[src/rtl/sb_arb.sv]
// sb_arb: two-master to one-slave round-robin arbiter with a transfer timeout.
//
// A master requests with re|we (both set means write). The granted master's
// command is latched on the grant edge and presented to the slave for the
// whole transfer. The slave answers with a one-cycle s_ready. If s_ready does
// not arrive within TIMEOUT cycles, the transfer is aborted and reported as an
// error. Completion is a one-cycle done pulse, with err qualifying it.
//
// Ports
//   clk, rst                     clock, async active-low reset
//   mX_re, mX_we                 master X read / write request
//   mX_addr, mX_wdata            master X address / write data
//   mX_byte_mask, mX_un_sign     master X byte lanes / unsigned-load flag
//   mX_done_o, mX_err_o          master X completion pulse / timeout flag
//   mX_rdata_o                   master X read data (held between transfers)
//   s_re_o, s_we_o               slave strobes, high for the whole transfer
//   s_addr_o .. s_un_sign_o      latched command of the granted master
//   s_rdata, s_ready             slave read data / one-cycle completion
//
// state | meaning
// IDLE  | waiting for a request, arbitration happens here only
// BUSY  | strobe driven, waiting for s_ready or timeout
// RESP  | one-cycle done pulse to the owner, strobes low
module sb_arb #(
    parameter int TIMEOUT = 16
) (
    input  logic        clk,
    input  logic        rst,
    input  logic        m0_re,
    input  logic        m0_we,
    input  logic [31:0] m0_addr,
    input  logic [31:0] m0_wdata,
    input  logic [3:0]  m0_byte_mask,
    input  logic        m0_un_sign,
    output logic        m0_done_o,
    output logic        m0_err_o,
    output logic [31:0] m0_rdata_o,
    input  logic        m1_re,
    input  logic        m1_we,
    input  logic [31:0] m1_addr,
    input  logic [31:0] m1_wdata,
    input  logic [3:0]  m1_byte_mask,
    input  logic        m1_un_sign,
    output logic        m1_done_o,
    output logic        m1_err_o,
    output logic [31:0] m1_rdata_o,
    output logic        s_re_o,
    output logic        s_we_o,
    output logic [31:0] s_addr_o,
    output logic [31:0] s_wdata_o,
    output logic [3:0]  s_byte_mask_o,
    output logic        s_un_sign_o,
    input  logic [31:0] s_rdata,
    input  logic        s_ready
);

    typedef enum logic [1:0] {IDLE, BUSY, RESP} state_t;

    localparam logic [7:0] LP_CNT_LAST = 8'(TIMEOUT - 1);

    state_t     r_state;
    logic       r_owner;
    logic       r_last;
    logic [7:0] r_cnt;

    logic w_req0;
    logic w_req1;
    logic w_grant;
    logic w_sel_re;
    logic w_sel_we;

    assign w_req0   = m0_re | m0_we;
    assign w_req1   = m1_re | m1_we;
    // On a tie the master that was not served last wins; otherwise the sole requester.
    assign w_grant  = (w_req0 & w_req1) ? ~r_last : w_req1;
    assign w_sel_re = w_grant ? m1_re : m0_re;
    assign w_sel_we = w_grant ? m1_we : m0_we;

    always_ff @(posedge clk or negedge rst) begin
        if (!rst) begin
            r_state       <= IDLE;
            r_owner       <= 1'b0;
            r_last        <= 1'b1;
            r_cnt         <= '0;
            s_re_o        <= 1'b0;
            s_we_o        <= 1'b0;
            s_addr_o      <= '0;
            s_wdata_o     <= '0;
            s_byte_mask_o <= '0;
            s_un_sign_o   <= 1'b0;
            m0_done_o     <= 1'b0;
            m0_err_o      <= 1'b0;
            m0_rdata_o    <= '0;
            m1_done_o     <= 1'b0;
            m1_err_o      <= 1'b0;
            m1_rdata_o    <= '0;
        end else begin
            case (r_state)
                IDLE: begin
                    if (w_req0 | w_req1) begin
                        r_owner       <= w_grant;
                        s_addr_o      <= w_grant ? m1_addr      : m0_addr;
                        s_wdata_o     <= w_grant ? m1_wdata     : m0_wdata;
                        s_byte_mask_o <= w_grant ? m1_byte_mask : m0_byte_mask;
                        s_un_sign_o   <= w_grant ? m1_un_sign   : m0_un_sign;
                        s_we_o        <= w_sel_we;
                        s_re_o        <= w_sel_re & ~w_sel_we;
                        r_cnt         <= '0;
                        r_state       <= BUSY;
                    end
                end
                BUSY: begin
                    // s_ready is tested first so it wins over a coincident timeout.
                    if (s_ready || (r_cnt == LP_CNT_LAST)) begin
                        r_state <= RESP;
                        s_re_o  <= 1'b0;
                        s_we_o  <= 1'b0;
                        if (r_owner) begin
                            m1_done_o <= 1'b1;
                            m1_err_o  <= ~s_ready;
                            if (!s_ready)
                                m1_rdata_o <= '0;
                            else if (s_re_o)
                                m1_rdata_o <= s_rdata;
                        end else begin
                            m0_done_o <= 1'b1;
                            m0_err_o  <= ~s_ready;
                            if (!s_ready)
                                m0_rdata_o <= '0;
                            else if (s_re_o)
                                m0_rdata_o <= s_rdata;
                        end
                    end else begin
                        r_cnt <= r_cnt + 8'd1;
                    end
                end
                RESP: begin
                    m0_done_o <= 1'b0;
                    m0_err_o  <= 1'b0;
                    m1_done_o <= 1'b0;
                    m1_err_o  <= 1'b0;
                    r_last    <= r_owner;
                    r_cnt     <= '0;
                    r_state   <= IDLE;
                end
                default: r_state <= IDLE;
            endcase
        end
    end

endmodule

[config.mk]
export PLATFORM = sky130hd
export DESIGN_NAME = sb_arb
export DESIGN_NICKNAME = d
export VERILOG_FILES = /design/src/rtl/sb_arb.sv
export SDC_FILE = /design/constraint.sdc
export NUM_CORES = 1
export LEC_CHECK = 0
export ABC_AREA = 1
export CAP_MARGIN = 20
export CORE_MARGIN = 2
export CORE_UTILIZATION = 42
export CTS_CLUSTER_DIAMETER = 100
export DETAILED_ROUTE_END_ITERATION = 16
export GPL_TIMING_DRIVEN = 0
export HOLD_SLACK_MARGIN = 0.05
export PLACE_DENSITY = 0.81
export SKIP_LAST_GASP = 1
export SLEW_MARGIN = 0
export SYNTH_ARGS = -nofsm -noshare
export SYNTH_HDL_FRONTEND = slang
export SYNTH_SLANG_ARGS = --single-unit
[constraint.sdc]
create_clock -name clk -period 1.9 [get_ports clk]
set_input_delay 0.285 -clock clk [delete_from_list [all_inputs] [get_ports clk]]
set_output_delay 0.285 -clock clk [all_outputs]
set_load 0.05 [all_outputs]
==> out/summary.txt <==
Synth top cells by count -> nand2_1 (276), dfrtp_1 (150), o21ai_1 (130)
Width of the die -> 134 µm
GRT Total Usage -> 0.273
Setup CP Type -> reg2out
Crit-path slowest cell -> clkdlybuf4s50_1
Critical Path AT -> 1590 ps
Min Tclk post-route -> 1870 ps
Total number of vias -> 7,280
Via density -> 5.08
Power density cells -> 1870 mW/mm²
Gate power share -> 0.572
Synth top area share -> 0.532
Sequential cell area -> 0.00378 mm²
Post-route non-filler standard cell count -> 1,432
Crit-path max cell delay -> 810 ps
Vias in the first global route -> 7,117
Worst Tran Pin Value -> 632 ps
Clk buf depth -> 2
CP max FO -> 2
CP Cell Sequence -> clkdlybuf4s50_1
Post-route DRC -> 0
Synth unique cells -> 31
Clk slew on worst S/H paths -> 60 ps
Starting DRT DRC Count -> 421
Post-Synthesis Net Count -> 1,042
First-pass GRT wire length -> 37,900 µm
VDD IR max -> 1.21 mV
Hold Path Class -> in2reg
Antenna diodes -> 0
Htree depth -> 4
Starting Density -> 0.428
Die area -> 0.0178 mm²
Worst EP required -> 1620 ps
TritonCTS clock tree -> done
Achievable frequency -> 533 MHz
Net switching power -> 0.0107 W
Layout cells sized above 1 -> 0.0751
Area of the multi-input gates -> 0.00275 mm²
Seq/Total Area, Yosys -> 0.536
Sw Ratio -> 0.512
Crit share post-route -> 0.987
Synth Flop Type -> dfrtp_1
Setup crit end kind -> output pin
Slew Limit Fails -> 0
Dpl cells -> 1,399
Worst rel slew slack -> 0.581
First-pass DRT Iterations -> 5
I/O pin count -> 316
Pre-CTS setup slack -> -138 ps
Final worst setup slack -> 25.1 ps
Pin count of the biggest net entering global routing -> 88
Delay-heaviest family, CP -> buffers and inverters
Ranking of synthesized cells by area -> dfrtp_1 (53%), nand2_1 (15%), o21ai_1 (9.2%)
Pleak -> 6.13 nW
IO buf count -> 314
CP bufs+invs -> 1
Die H -> 134 µm
Int Power -> 0.0102 W
Post-DP HPWL -> 18,200 µm
Final hold vios -> 0
Clock Latency Late Sink -> 420 ps
Cell taking the most area after synthesis -> dfrtp_1
Core Region -> 0.0165 mm²
Row count -> 47
Max-cap violations -> 0
Initial antenna violation count -> 0
Syn Inst Count -> 864
Clock group share of total power -> 0.165
Final Core Density -> 0.679
Post-synth ARST share -> 1.00
Most numerous cell in the Yosys netlist -> nand2_1
Startpoint types -> flop
Layout Nets -> 1,377
Post-Syn Area -> 0.00705 mm²
Seq cells post-synth -> 151
Fin Clk Skew -> 7.87 ps
Num CTS Buffers -> 17
Syn-to-layout area delta -> 58.7%
Filler cells -> 1,364
Flop pwr share -> 0.262
Yosys warnings -> 0
Status -> finished clean
# clock sinks -> 151
Syn_area_per_cell -> 8.16 µm²
Final ANT Viol Nets -> 0
WL final -> 24,100 µm
Post-synth EDFFs -> 0
CTS Root Cell -> clkbuf_16
Overflow after GRT -> 0
Final RePlAce weighted congestion -> 0.886
Routed len/inst -> 16.8 µm
Final setup fails -> 0
layout by cell type (no fill, tap or decap), types with 2 or more instances in the layout:
cell	count
nand2_1	276
clkdlybuf4s50_1	200
dfrtp_1	150
o21ai_1	130
nor2_1	86
nand4_1	66
dlymetal6s2s_1	60
dlygate4sd2_1	53
inv_1	46
buf_2	28
clkbuf_16	17
clkbuf_1	16
nand3_1	16
o21ai_0	10
buf_6	8
buf_1	5
inv_2	4
clkinv_2	4
buf_4	3
bufinv_16	3
nand2_2	2
nor2_4	2
a21oi_2	2
nand3_4	2
nor2_2	2
xor2_1	2
clkinv_4	2
clkinvlp_4	2
final timing paths:
check	end	depth (start not counted)	from	slack, ps
setup reg to reg	s_addr_o[27]$_DFFE_PN0P_	5	r_last$_DFFE_PN1N_	200
max in group asynchronous	s_wdata_o[1]$_DFFE_PN0P_	3	rst	630
min in group asynchronous	m1_rdata_o[7]$_DFFE_PN0P_	2	rst	420
hold / removal	m0_rdata_o[31]$_DFFE_PN0P_	5	s_ready	350
hold reg to reg	m1_rdata_o[3]$_DFFE_PN0P_	2	m1_rdata_o[3]$_DFFE_PN0P_	460
setup / recovery	m0_rdata_o[21]	1	m0_rdata_o[21]$_DFFE_PN0P_	30
per-stage QoR:
stage,power (W),instance area (µm²),TNS (ps),hold WS (ps)
3_5_place_dp,0.0180,10500,-5490,311
3_3_place_gp,0.0178,10500,-859500,453
4_1_cts,0.0211,11000,0,338
2_1_floorplan,0.0134,7050,0,-10.6
5_1_grt,0.0220,11200,-6.86,370
6_report,0.0209,11200,0,349
metal layers:
metal  wire [µm]  track usage  vias to the layer above
met5           0            0                        -
met4         854        0.109                        0
met3        1830       0.0761                       55
met2       12400        0.478                      306
met1        9040        0.316                     3426
li1            -            -                     3493
power by group through the flow:
stage               clock (W)  sequential, W  combinational, W
floorplan                   0         0.0103           0.00316
global placement            0        0.00553            0.0123
detailed placement          0        0.00557            0.0124
CTS                   0.00349        0.00551            0.0121
global route          0.00363        0.00567            0.0127
finish                0.00346        0.00550            0.0120
sequential cells by signal, summed over array words and instances, names as in the netlist, 2 cells and up:
| register | cells |
|---|---|
| m1_rdata_o | 32 |
| r_cnt | 8 |
| r_state | 2 |
| m0_rdata_o | 32 |
| s_addr_o | 32 |
| s_byte_mask_o | 4 |
| s_wdata_o | 32 |
cell type report:
| class | count | area share |
|---|---|---|
| sequential | 151 | 0.338 |
| timing repair buffer | 316 | 0.292 |
| multi-input combinational | 604 | 0.246 |
| clock buffer | 20 | 0.0399 |
| buffer | 59 | 0.0297 |
| tap | 220 | 0.0246 |
| inverter | 50 | 0.0168 |
| clock inverter | 12 | 0.0135 |
tightest hold or removal path, delay by kind of cell:
kind | cells | cell delay [ps]
buffers and inverters | 2 | 240
AND/OR/NAND/NOR | 3 | 210
cell families (layout without fill, tap and decap cells):
kind of cell | count (synthesis) | count (layout) | share of synthesized area
xor gates and xnor gates | 3 | 3 | 0.00373
adders and majority gates | 1 | 1 | 0.00177
and+or+nand+nor | 455 | 455 | 0.278
AOI/OAI and AO/OA | 145 | 145 | 0.106
DFF | 151 | 151 | 0.536
buffers and inverters | 109 | 457 | 0.0738
timing repair:
item                                   CTS  global route
gates resized for setup                 53            60
hold buffers                             1             0
buffers inserted                         0             0
setup endpoints to repair               53            60
endpoints found under the hold margin   64             0
(Power assumes the default switching activity.)
